$ cat src/rtl/execute_stage.sv
// execute_stage: the ID/EX register, the one-hot ALU, jump/branch resolution,
// the EX/MEM register, and the hazard and forwarding buses for the
// five-stage RV32I core.
//
// Valid semantics: a slot carries a real instruction only while its valid bit
// is 1. There is no backpressure toward decode other than the bubble. A bubble
// (decode stall or a redirect out of EX) loads valid=0 and clears every
// side-effect field of the incoming instruction. EX/MEM is never stalled, so
// the EX-resident instruction always advances on the next edge.
module execute_stage #(
    parameter int XLEN = 32
) (
    input  logic            clk,
    input  logic            rst,
    input  logic            id_valid,
    input  logic            stall_in,
    input  logic [XLEN-1:0] pc_in,
    input  logic [XLEN-1:0] op1_data,
    input  logic [XLEN-1:0] op2_data,
    input  logic [XLEN-1:0] rs2_data,
    input  logic [4:0]      rd_in,
    input  logic            rd_wen_in,
    input  logic [18:0]     exe_fun,
    input  logic            mem_we_in,
    input  logic            mem_re_in,
    input  logic [2:0]      wb_sel_in,
    input  logic [3:0]      csr_cmd_in,
    input  logic [11:0]     csr_addr_in,
    output logic            br_flag,
    output logic [XLEN-1:0] br_target,
    output logic [5:0]      exe_id_data_bus,
    output logic            exmem_valid,
    output logic [XLEN-1:0] exmem_alu_out,
    output logic [XLEN-1:0] exmem_rs2_data,
    output logic [4:0]      exmem_rd,
    output logic            exmem_rd_wen,
    output logic            exmem_mem_we,
    output logic            exmem_mem_re,
    output logic [2:0]      exmem_wb_sel,
    output logic [3:0]      exmem_csr_cmd,
    output logic [11:0]     exmem_csr_addr,
    output logic [XLEN-1:0] exmem_pc,
    output logic [XLEN+5:0] exe_mem_regfile
);

    // ID/EX register contents
    logic            ie_valid;
    logic [XLEN-1:0] ie_pc;
    logic [XLEN-1:0] ie_op1;
    logic [XLEN-1:0] ie_op2;
    logic [XLEN-1:0] ie_rs2;
    logic [4:0]      ie_rd;
    logic            ie_rd_wen;
    logic [18:0]     ie_fun;
    logic            ie_mem_we;
    logic            ie_mem_re;
    logic [2:0]      ie_wb_sel;
    logic [3:0]      ie_csr_cmd;
    logic [11:0]     ie_csr_addr;

    logic            bubble;
    logic            jal;
    logic [XLEN-1:0] alu_res;
    logic [XLEN-1:0] sum;
    logic [XLEN-1:0] result;
    logic [4:0]      shamt;

    // A redirect kills the younger instruction decode is presenting now.
    assign bubble = stall_in | br_flag;

    // ID/EX capture; a bubble keeps operands but strips all side effects.
    always_ff @(posedge clk or posedge rst) begin
        if (rst) begin
            ie_valid    <= 1'b0;
            ie_pc       <= '0;
            ie_op1      <= '0;
            ie_op2      <= '0;
            ie_rs2      <= '0;
            ie_rd       <= '0;
            ie_rd_wen   <= 1'b0;
            ie_fun      <= '0;
            ie_mem_we   <= 1'b0;
            ie_mem_re   <= 1'b0;
            ie_wb_sel   <= '0;
            ie_csr_cmd  <= '0;
            ie_csr_addr <= '0;
        end else begin
            ie_pc       <= pc_in;
            ie_op1      <= op1_data;
            ie_op2      <= op2_data;
            ie_rs2      <= rs2_data;
            ie_rd       <= rd_in;
            ie_csr_addr <= csr_addr_in;
            if (bubble) begin
                ie_valid   <= 1'b0;
                ie_rd_wen  <= 1'b0;
                ie_fun     <= '0;
                ie_mem_we  <= 1'b0;
                ie_mem_re  <= 1'b0;
                ie_wb_sel  <= '0;
                ie_csr_cmd <= '0;
            end else begin
                ie_valid   <= id_valid;
                ie_rd_wen  <= rd_wen_in;
                ie_fun     <= exe_fun;
                ie_mem_we  <= mem_we_in;
                ie_mem_re  <= mem_re_in;
                ie_wb_sel  <= wb_sel_in;
                ie_csr_cmd <= csr_cmd_in;
            end
        end
    end

    assign sum   = ie_op1 + ie_op2;
    assign shamt = ie_op2[4:0];

    // One-hot ALU; the if-chain makes the highest set bit win.
    always_comb begin
        alu_res = '0;
        if (ie_fun[18])      alu_res = sum;
        else if (ie_fun[17]) alu_res = ie_op1 - ie_op2;
        else if (ie_fun[16]) alu_res = ie_op1 & ie_op2;
        else if (ie_fun[15]) alu_res = ie_op1 | ie_op2;
        else if (ie_fun[14]) alu_res = ie_op1 ^ ie_op2;
        else if (ie_fun[13]) alu_res = ie_op1 << shamt;
        else if (ie_fun[12]) alu_res = ie_op1 >> shamt;
        else if (ie_fun[11]) alu_res = $unsigned($signed(ie_op1) >>> shamt);
        else if (ie_fun[10]) alu_res = {{(XLEN-1){1'b0}}, ($signed(ie_op1) < $signed(ie_op2))};
        else if (ie_fun[9])  alu_res = {{(XLEN-1){1'b0}}, (ie_op1 < ie_op2)};
        else if (|ie_fun[8:2]) alu_res = sum;   // branch/JALR address
        else if (ie_fun[1])  alu_res = ie_op1;
        else if (ie_fun[0])  alu_res = '0;      // ecall produces no value
    end

    // JAL is signalled only by writing back PC+4 without the JALR bit.
    assign jal     = ie_wb_sel[1] & ~ie_fun[2];
    assign br_flag = ie_valid & ((|ie_fun[8:3]) | ie_fun[2] | jal);

    // Target is forced to 0 when not redirecting; JALR clears bit 0.
    always_comb begin
        br_target = '0;
        if (br_flag) br_target = sum & ~{{(XLEN-1){1'b0}}, ie_fun[2]};
    end

    assign result          = ie_wb_sel[1] ? (ie_pc + {{(XLEN-3){1'b0}}, 3'd4}) : alu_res;
    assign exe_id_data_bus = {ie_valid & ie_mem_re, ie_rd};

    // EX/MEM register: advances every cycle regardless of decode stalls.
    always_ff @(posedge clk or posedge rst) begin
        if (rst) begin
            exmem_valid    <= 1'b0;
            exmem_alu_out  <= '0;
            exmem_rs2_data <= '0;
            exmem_rd       <= '0;
            exmem_rd_wen   <= 1'b0;
            exmem_mem_we   <= 1'b0;
            exmem_mem_re   <= 1'b0;
            exmem_wb_sel   <= '0;
            exmem_csr_cmd  <= '0;
            exmem_csr_addr <= '0;
            exmem_pc       <= '0;
        end else begin
            exmem_valid    <= ie_valid;
            exmem_alu_out  <= result;
            exmem_rs2_data <= ie_rs2;
            exmem_rd       <= ie_rd;
            exmem_rd_wen   <= ie_rd_wen;
            exmem_mem_we   <= ie_mem_we;
            exmem_mem_re   <= ie_mem_re;
            exmem_wb_sel   <= ie_wb_sel;
            exmem_csr_cmd  <= ie_csr_cmd;
            exmem_csr_addr <= ie_csr_addr;
            exmem_pc       <= ie_pc;
        end
    end

    // Loads are not forwardable from EX/MEM (data not yet read); x0 never is.
    assign exe_mem_regfile = {exmem_rd,
                              exmem_valid & exmem_rd_wen & ~exmem_mem_re & (exmem_rd != 5'd0),
                              exmem_alu_out};

endmodule

$ cat config.mk
export PLATFORM = sky130hd
export DESIGN_NAME = execute_stage
export DESIGN_NICKNAME = d
export VERILOG_FILES = /design/src/rtl/execute_stage.sv
export SDC_FILE = /design/constraint.sdc
export NUM_CORES = 1
export LEC_CHECK = 0
export ABC_AREA = 0
export CAP_MARGIN = 30
export CORE_AREA = 2 2 206 310
export CTS_CLUSTER_DIAMETER = 50
export DETAILED_ROUTE_END_ITERATION = 7
export DIE_AREA = 0 0 208 312
export SYNTH_ARGS = -nofsm -noshare
export SYNTH_HDL_FRONTEND = slang
export SYNTH_SLANG_ARGS = --single-unit
$ cat constraint.sdc
create_clock -name clk -period 11 [get_ports clk]
set_input_delay 1.65 -clock clk [delete_from_list [all_inputs] [get_ports clk]]
set_output_delay 1.65 -clock clk [all_outputs]
set_load 0.01 [all_outputs]
==> results of run 1 <==
-- per-layer routing --
layer / track usage / part of all wire / vias up
li1: - / - / 7905
met4: 0.149 / 0.060 / 2
met3: 0.0510 / 0.075 / 218
met5: 0 / 0.00015 / -
met1: 0.308 / 0.37 / 8835
met2: 0.463 / 0.50 / 954
-- power by group --
part / switching [W] / internal [W] / total, W
logic: 0.000613 / 0.000441 / 0.00105
clock network: 0.000501 / 0.000711 / 0.00121
registers: 0.0000755 / 0.00117 / 0.00125
-- worst paths after layout --
| path | end | slack, ns | cells past startpoint | from |
|---|---|---|---|---|
| setup reg to reg | exmem_alu_out[30] | 5.32 | 13 | ie_op2[4] |
| setup / recovery | br_target[25] | 3.28 | 13 | ie_op2[4] |
| hold / removal | exmem_csr_addr[5] | 0.34 | 0 | ie_csr_addr[5] |
| min in group asynchronous | exmem_rs2_data[18] | 1.60 | 2 | rst |
| hold reg to reg | exmem_csr_addr[5] | 0.34 | 0 | ie_csr_addr[5] |
| max in group asynchronous | ie_fun[16] | 7.15 | 4 | rst |
-- logic make-up (layout without fill, tap and decap cells) --
group                      after synthesis  after routing  share of synthesized area
buffers and inverters                  276            592                     0.0636
and+or+nand+nor                        611            611                      0.150
adders and majority gates              100            100                     0.0662
DFF                                    298            298                      0.390
AOI/OAI and AO/OA                      578            578                      0.197
xor gates and xnor gates                76             76                     0.0348
muxes                                  107            107                     0.0975
-- worst max-delay path: cells and delay by family (launching register included) --
family / cells / cell delay [ns]
compound gates: 6 / 1.87
xor+xnor: 1 / 0.26
fa+ha+maj: 1 / 0.70
buf+inv: 3 / 1.81
flops: 1 / 0.32
simple gates: 2 / 0.52
-- area by class of cell --
| class | count | area, um^2 |
|---|---|---|
| clock inverters | 20 | 287 |
| inverters | 100 | 383 |
| multi-input cells | 1472 | 10500 |
| flip-flops and latches | 298 | 7470 |
| well taps | 798 | 998 |
| fillers | 6207 | 37200 |
| repair buffers | 429 | 4170 |
| clock buffers | 43 | 926 |
-- through the flow --
stage	cells	area, um^2
CTS	3160	24700
global route	3160	24700
floorplan	2046	19100
global placement	3096	23500
finish	3160	24700
detailed placement	3097	23500
-- layout by cell type, fill, tap and decap left out, drive strengths merged, types with 8 or more instances in the layout --
| master | n |
|---|---|
| inv | 100 |
| clkbuf | 43 |
| or3 | 10 |
| nor3 | 50 |
| ha | 98 |
| o21bai | 14 |
| mux2i | 32 |
| nand2b | 15 |
| nor2 | 211 |
| o311a | 9 |
| nor2b | 11 |
| clkinv | 12 |
| a221oi | 13 |
| o221ai | 17 |
| mux2 | 13 |
| xnor2 | 50 |
| mux4 | 62 |
| a22oi | 11 |
| nand4 | 16 |
| a31oi | 28 |
| dfrtp | 298 |
| or2 | 8 |
| buf | 52 |
| o21ai | 122 |
| and2 | 45 |
| and3 | 13 |
| o211ai | 22 |
| a21oi | 174 |
| xor2 | 26 |
| or4 | 9 |
| a211oi | 32 |
| clkdlybuf4s50 | 377 |
| a21o | 24 |
| nand2 | 155 |
| o21a | 11 |
| nand3 | 44 |
| o311ai | 11 |
| o22ai | 11 |
| o31ai | 16 |
-- state kept, by name, summed over array words and instances (netlist names), 5 cells and up --
register / cells
exmem_alu_out: 32
exmem_csr_addr: 12
exmem_pc: 32
exmem_rd: 5
exmem_rs2_data: 32
ie_csr_addr: 12
ie_fun: 18
ie_op1: 32
ie_op2: 32
ie_pc: 32
ie_rd: 5
ie_rs2: 32
==> impl_results.md, run 1 <==
* P per Cell Area at between 100 and 150 mW/mm^2
* Placement-stage worst setup slack at between 4 and 5 ns
* Maximum level of the CTS H-tree at 2
* Starting DRT DRC Count at about 1.7k
* Tightest Hold Check Type: reg2reg
* Endpoint class of the critical path: output port
* Biggest fanout along the worst timing path at 37
* Boundary pin count at between 300 and 400
* Final nets at between 2k and 3k
* TritonCTS buffer count at 35
* Setup Viol. Count Final at 0
* Clk Latency, worst-skew pair at roughly 0.57 ns
* Worst hold slack after final layout at roughly 0.34 ns
* Setup clock skew after layout at around 0.022 ns
* Via count of the first global-routing pass at roughly 18k
* Pin count of the biggest net entering global routing at about 100
* Number of buffers added on ports at roughly 380
* Core region area at 0.0619 mm^2
* Least-Margin Pin Slew at 1.05 ns
* Post-CTS repair timing setup buffer count at 0
* Count of distinct cell types in the synthesized netlist at 89
* Worst Slack Setup Final at 3.28 ns
* Area growth from synthesis to layout at 29.2%
* Proportion of layout cells with a drive suffix above 1 at 0.0940
* Global-route wire length before repair at around 130 mm
* Critical path required time at 9.35 ns
* Final weighted congestion in routability-driven placement at 1.00
* Area contributors post-synth: sky130_fd_sc_hd__dfrtp_1 (39%), sky130_fd_sc_hd__mux4_2 (7.3%), sky130_fd_sc_hd__ha_1 (6.4%)
* Ratio of final minimum period to clock period at 0.702
* Cell area after synthesis at 0.0191 mm^2
* Post-detailed-route DRC marker count at 0
* Clock transition time at the flip-flop clock pins of the worst setup and hold paths at approximately 0.060 ns
* Crit path largest cell delay at around 0.81 ns
* Total negative slack at 0 ns
* Startpoint Class: register
* ANT cells at 0
* Data arrival time of the critical path at around 6.1 ns
* Max Buffers Root-to-Sink at 3
* Share of Yosys cell area claimed by the top area cell type at 0.390
* CTS Root Cell: sky130_fd_sc_hd__clkbuf_16
* EDFF count, synth at 0
* Row cnt at roughly 110
* Leading register cell type out of synthesis: sky130_fd_sc_hd__dfrtp_1
* Vias at between 15k and 20k
* RSZ-0062 raised after global routing: no
* Top cells by count, synth: sky130_fd_sc_hd__dfrtp_1 (298), sky130_fd_sc_hd__nor2_1 (211), sky130_fd_sc_hd__a21oi_1 (174)
* ANT nets after route at 0
* Number of maximum-capacitance violations at 0
* Start-to-end type of the worst setup path: reg2out
* Slew HR at 0.288
* Final HPWL from detailed placement at ~68 mm
* Leakage power at 10.1 nW
* Post-detailed-route wirelength per cell at around 28 um
* Num Clock Sinks at about 300
* Cell taking the most area after synthesis: sky130_fd_sc_hd__dfrtp_1
* Run status: finished, final reports clean
* Most frequent cell after synthesis: sky130_fd_sc_hd__dfrtp_1
* Number of buffers inserted for hold repair after clock tree synthesis at 0
* Synthesized area per cell at approximately 9.3 um^2
* Initial standard-cell utilization of the core at 0.309
* Fraction of registers with async set/reset at 1.00
* Final Max Slew Viols at 0
* Clock period minus worst slack at approximately 7.7 ns
* Post-Synthesis Net Count at between 2k and 2.5k
* Post-route total power at between 0.003 and 0.004 W
* Share of the core filled with cells in the final layout at 0.399
* Via-per-instance ratio at roughly 5.7
* Sequential share of the synthesized area at 0.390
* Die height at ~310 um
* Residual overflow from global routing at 0
* Number of instances in the synthesized netlist at 2046
* Syn. warnings at 0
* Total global-route track usage at 0.267
* First-pass iteration count of the detailed router at 6
* Initial antenna violation count at 2
* Clock tree from TritonCTS: done
* Die area at roughly 0.065 mm^2
* Cell with the largest stage delay on the worst path: sky130_fd_sc_hd__clkinv_1
* Count of final hold-check violations at 0
* Post-cts resize count at 0
* Cell chain of the critical path: buf_4 -> clkinv_1 -> ha_1 -> a21o_1 -> a31o_2 -> o211ai_1 -> a21oi_1 -> o21ai_0 -> or4_1 -> a31oi_1 -> xor2_1 -> and2_1 -> clkdlybuf4s50_1
* Total of flip-flops plus latches after synthesis at approximately 300
* Worst ir drop on vdd at ~0.13 mV
* Die Wd at about 210 um
* Max Freq at between 100 and 150 MHz
* Total length of routed wires at 88.7 mm
(Power assumes the default switching activity.)
==> inputs of run 2 (changes only) <==
==> constraint.sdc (replaced) <==
create_clock -name clk -period 6.9 [get_ports clk]
set_input_delay 1.035 -clock clk [delete_from_list [all_inputs] [get_ports clk]]
set_output_delay 1.035 -clock clk [all_outputs]
set_load 0.01 [all_outputs]
==> impl_results.md, run 2 (synthesis results as in run 1) <==
* Total length of routed wires at 90.2 mm
* Post-cts resize count at 0
* Boundary pin count at ~380
* Pin count of the biggest net entering global routing at roughly 140
* Crit path largest cell delay at around 0.63 ns
* Number of maximum-capacitance violations at 0
* P per Cell Area at around 230 mW/mm^2
* Num Clock Sinks at between 200 and 300
* ANT cells at 0
* Worst ir drop on vdd at about 0.17 mV
* Post-route cell area at 0.0250 mm^2
* Endpoint class of the critical path: output port
* Commonest non-fill, non-tap cell in the layout: sky130_fd_sc_hd__clkdlybuf4s50_1
* Ratio of final minimum period to clock period at 0.853
* Clock period minus worst slack at about 5.9 ns
* Die height at roughly 310 um
* Crit path to: br_target[24]
* Count of final hold-check violations at 0
* Post-detailed-route DRC marker count at 0
* End of the worst register-to-register path: exmem_alu_out[6]
* Startpoint Class: register
* RSZ-0062 raised after global routing: no
* Setup clock skew after layout at 0.0122 ns
* Total negative slack at 0 ns
* Biggest fanout along the worst timing path at 11
* Number of stages on the worst setup path at 14
* Worst-case reg-to-reg path depth at 11
* Post-detailed-placement cell area at between 0.02 and 0.025 mm^2
* Post-detailed-route wirelength per cell at about 28 um
* Leakage power at 10.3 nW
* Critical path required time at 5.86 ns
* Final nets at 2650
* Total global-route track usage at 0.271
* Start-to-end type of the worst setup path: reg2out
* Final weighted congestion in routability-driven placement at between 0.9 and 1
* Final Max Slew Viols at 0
* Data arrival time of the critical path at roughly 4.9 ns
* Die Wd at about 210 um
* Cell with the largest stage delay on the worst path: sky130_fd_sc_hd__dfrtp_1
* Via count of the first global-routing pass at approximately 19k
* Area growth from synthesis to layout at 30.6%
* Tightest Hold Check Type: reg2reg
* Clk Latency, worst-skew pair at 0.56 ns
* Hold Path Depth at 0
* Worst reg-to-reg setup slack at around 2.4 ns
* Clock transition time at the flip-flop clock pins of the worst setup and hold paths at ~0.060 ns
* Top delay family on crit path: buffers and inverters
* Row cnt at around 110
* Worst Slack Setup Final at just over 1 ns
* Max Freq at 170 MHz
* Global-route wire length before repair at between 100 and 150 mm
* Via-per-instance ratio at 5.70
* Clock tree from TritonCTS: done
* Run status: finished, final reports clean
* Post-CTS repair timing setup buffer count at 0
* Initial standard-cell utilization of the core at 0.309
* Number of buffers inserted for hold repair after clock tree synthesis at 0
* Vias at 18.2k
* Final HPWL from detailed placement at 69.0 mm
* Max Buffers Root-to-Sink at 3
* Cell chain of the critical path: inv_1 -> ha_1 -> inv_1 -> o31ai_1 -> nand2b_1 -> a211oi_1 -> buf_4 -> buf_4 -> o21bai_1 -> nand4_1 -> and2_1 -> xnor2_1 -> nor2_1 -> clkdlybuf4s50_1
* Hold Crit Start: ie_csr_addr[10]
* Die area at approximately 0.065 mm^2
* First-pass iteration count of the detailed router at 7
* Origin of the worst setup path: ie_op1[16]
* ANT nets after route at 0
* Proportion of layout cells with a drive suffix above 1 at 0.107
* Residual overflow from global routing at 0
* Critical R2R Launch: ie_op2[0]
* Initial antenna violation count at 1
* Least-Margin Pin Slew at 1.04 ns
* Commonest non-fill, non-tap cells in the layout: sky130_fd_sc_hd__clkdlybuf4s50_1 (377), sky130_fd_sc_hd__dfrtp_1 (291), sky130_fd_sc_hd__nor2_1 (209)
* Buffers plus inverters on the worst setup path at 5
* TritonCTS buffer count at 35
* Setup Viol. Count Final at 0
* Slew HR at 0.299
* CTS Root Cell: sky130_fd_sc_hd__clkbuf_16
* Maximum level of the CTS H-tree at 2
* Placement-stage worst setup slack at about 1.7 ns
* Number of buffers added on ports at 377
* Core region area at 0.0619 mm^2
* Starting DRT DRC Count at 1473
[run 2: per-stage QoR]
stage | cells | utilization | hold slack [ns] | total power, W
6_report | 3193 | 0.403 | 0.344 | 0.00565
5_1_grt | 3193 | 0.403 | 0.349 | 0.00590
4_1_cts | 3192 | 0.403 | 0.344 | 0.00571
3_5_place_dp | 3132 | 0.383 | 0.335 | 0.00373
3_3_place_gp | 3131 | 0.383 | 0.332 | 0.00373
2_1_floorplan | 2046 | - | 0.331 | 0.00289
[run 2: how the worst min path moves through the flow]
stage	to	slack, ns
6_report	exmem_csr_addr[10]	0.34
3_5_place_dp	exmem_csr_addr[0]	0.33
4_1_cts	exmem_csr_addr[10]	0.34
5_1_grt	exmem_csr_addr[9]	0.35
3_3_place_gp	exmem_csr_addr[4]	0.33
2_1_floorplan	exmem_csr_addr[0]	0.33
[run 2: power breakdown]
part | total (W) | internal, W | switching [W]
registers | 0.00199 | 0.00187 | 0.000117
logic | 0.00173 | 0.000738 | 0.000997
clock network | 0.00193 | 0.00117 | 0.000762
[run 2: metal layers]
layer / track usage / vias up / share of wire / wire, um
met1: 0.319 / 8980 / 0.37 / 33300
met5: 0 / - / 0 / 0
li1: - / 7984 / - / -
met3: 0.0524 / 215 / 0.077 / 6960
met2: 0.466 / 1019 / 0.49 / 44500
met4: 0.148 / 0 / 0.059 / 5350
[run 2: final cells by class]
type                            instances  area, um^2
Clock buffer                           45         985
Clock inverter                         15         223
Fill cell                            6188       37000
Inverter                              100         379
Multi-Input combinational cell       1472       10500
Sequential cell                       298        7470
Tap cell                              798         998
Timing Repair Buffer                  465        4460
==> RTL edit: new RTL, config.mk and constraints of run 1 <==
Reset style: synchronous (`rst`), changed in 2 clocked blocks.
--- a/src/rtl/execute_stage.sv
+++ b/src/rtl/execute_stage.sv
@@ -69,7 +69,7 @@
     assign bubble = stall_in | br_flag;
 
     // ID/EX capture; a bubble keeps operands but strips all side effects.
-    always_ff @(posedge clk or posedge rst) begin
+    always_ff @(posedge clk) begin
         if (rst) begin
             ie_valid    <= 1'b0;
             ie_pc       <= '0;
@@ -146,7 +146,7 @@
     assign exe_id_data_bus = {ie_valid & ie_mem_re, ie_rd};
 
     // EX/MEM register: advances every cycle regardless of decode stalls.
-    always_ff @(posedge clk or posedge rst) begin
+    always_ff @(posedge clk) begin
         if (rst) begin
             exmem_valid    <= 1'b0;
             exmem_alu_out  <= '0;
Formal check against the unedited RTL: differs if rst is asserted again (counterexample within 4 cycles, from zero or initial values and one cycle with rst high); with rst held inactive, the same outputs for 4 cycles.
==> RTL edit against run 1 <==
Setup slack better by 0.48 ns. Non-clock buffer count down 1. Routed wire length up 11%. Sequential cell count unchanged. Combinational power down 10%. Die area unchanged. Synthesized area up 4.4%. Design area up 2.1%. Power down 6.9%. First-iteration DRC count up 11%. Largest power group unchanged. Highest routed layer unchanged.
==> RTL edit: results (changes against run 1) <==
Area contributors post-synth: dfxtp_1 (30%), nor2b_1 (7.6%), ha_1 (6.1%), mux4_2 (6.1%), nor2_1 (3.8%)
H-tree Lvls: 1 (-1)
Initial antenna violation count: 5 (+3)
Sw Ratio: 33.63% (-0.23 points)
Multi-input combinational area share: 49.61% (+7.3 points)
Compound-cell area share of the yosys netlist: 21.42% (+1.7 points)
Clock sinks: 298 (unchanged)
Worst Hold Depth: 1 (+1)
Adder-cell area share of the yosys netlist: 6.347% (-0.28 points)
Pin count of the biggest net entering global routing: 186 (+81%)
Slowest cell on the critical path: o21ai_0
Clock Network Area Fraction: 4.442% (-0.47 points)
Hold Crit Start: ie_csr_addr[11]
Power Clock: 0.00112 W (-7%)
R2r startpoint: ie_op2[1]
First-pass GRT wire length: 140300 um (+9.6%)
Skew final: 0.04726 ns (+0.02490 ns)
Via/cell ratio: 5.775 (+1.9%)
Crit Path Max Fanout: 48 (+30%)
CP arrival: 5.59 ns (-0.48 ns)
Multi-Input Combinational: 1790 (+22%)
Fraction of area in registers: 23.72% (-6.5 points)
Ant diodes: 4 (+4)
Slew @ Worst Pin: 1.128 ns (+0.07395 ns)
Post-synthesis mux area share: 9.747% (about the same)
Worst Path Class, Setup: register to output pin
Final GP Congestion: 1.010 (+0.78%)
Buffer share of cell area: 16.54% (-0.34 points)
Number of global-route vias before repair: 20210 (+10%)
Initial drt markers: 1848 (+11%)
GR Util met3: 5.094% (-0.010 points)
R2r setup slk: 5.77 ns (+0.45 ns)
Leakage dissipation: 9.539 nW (-5.6%)
Hold Slack: 0.4362 ns (+0.09242 ns)
Status: finished clean
Repair and plain buffers: 428 (-0.23%)
Share of cells above drive strength 1: 8.668% (-0.73 points)
XOR/XNOR share of the synthesized area: 2.942% (-0.54 points)
RR Endpoint: exmem_alu_out[19]
Routed wire length: 98380 um (+11%)
Slowest stage delay, CP: 0.76 ns (-0.05 ns)
Filler cells: 6403 (+3.2%)
Post-DP HPWL: 75620 um (+12%)
Combinational power: 0.000945 W (-10%)
Netlist cell types: 99 (+11%)
Inverters: 114 (+14%)
CLK BUF: 41 (-4.7%)
Met1 Track Usage GR: 33.73% (+2.9 points)
Synth async-reset ratio: 0% (-100 points)
Inserted Clock Buffers: 31 (-11%)
Peak supply drop: 0.1514 mV (+19%)
Final #Nets: 2941 (+13%)
Seq/Total Area, Yosys: 29.90% (-9.1 points)
Total GRT Usage: 29.08% (+2.4 points)
Clock Latency Late Sink: 0.63 ns (+0.06 ns)
==> RTL edit: metrics by stage <==
stage | std cells | total power [W] | setup slack [ns] | util [%]
finish | 3490 | 0.003271 | 3.761 | 40.70
CTS | 3486 | 0.003282 | 3.787 | 40.68
global route | 3488 | 0.003392 | 3.550 | 40.69
global placement | 3426 | 0.002148 | 4.499 | 38.86
floorplan | 2415 | 0.001731 | 5.624 | -
detailed placement | 3428 | 0.002148 | 4.486 | 38.87
==> RTL edit: worst max-delay path by stage <==
stage                               end  slack, ns  depth (start not counted)
after floorplan           br_target[28]       5.62                         15
after global placement    br_target[19]       4.50                         12
after detailed placement  br_target[19]       4.49                         12
after CTS                 br_target[19]       3.79                         12
after global routing      br_target[19]       3.55                         12
final                     br_target[19]       3.76                         12
==> RTL edit: layer usage <==
layer	part of all wire, %	wire length, um
met3	8.1	7951
met2	48	46940
met4	6.9	6792
met5	0.013	13
met1	37	36680
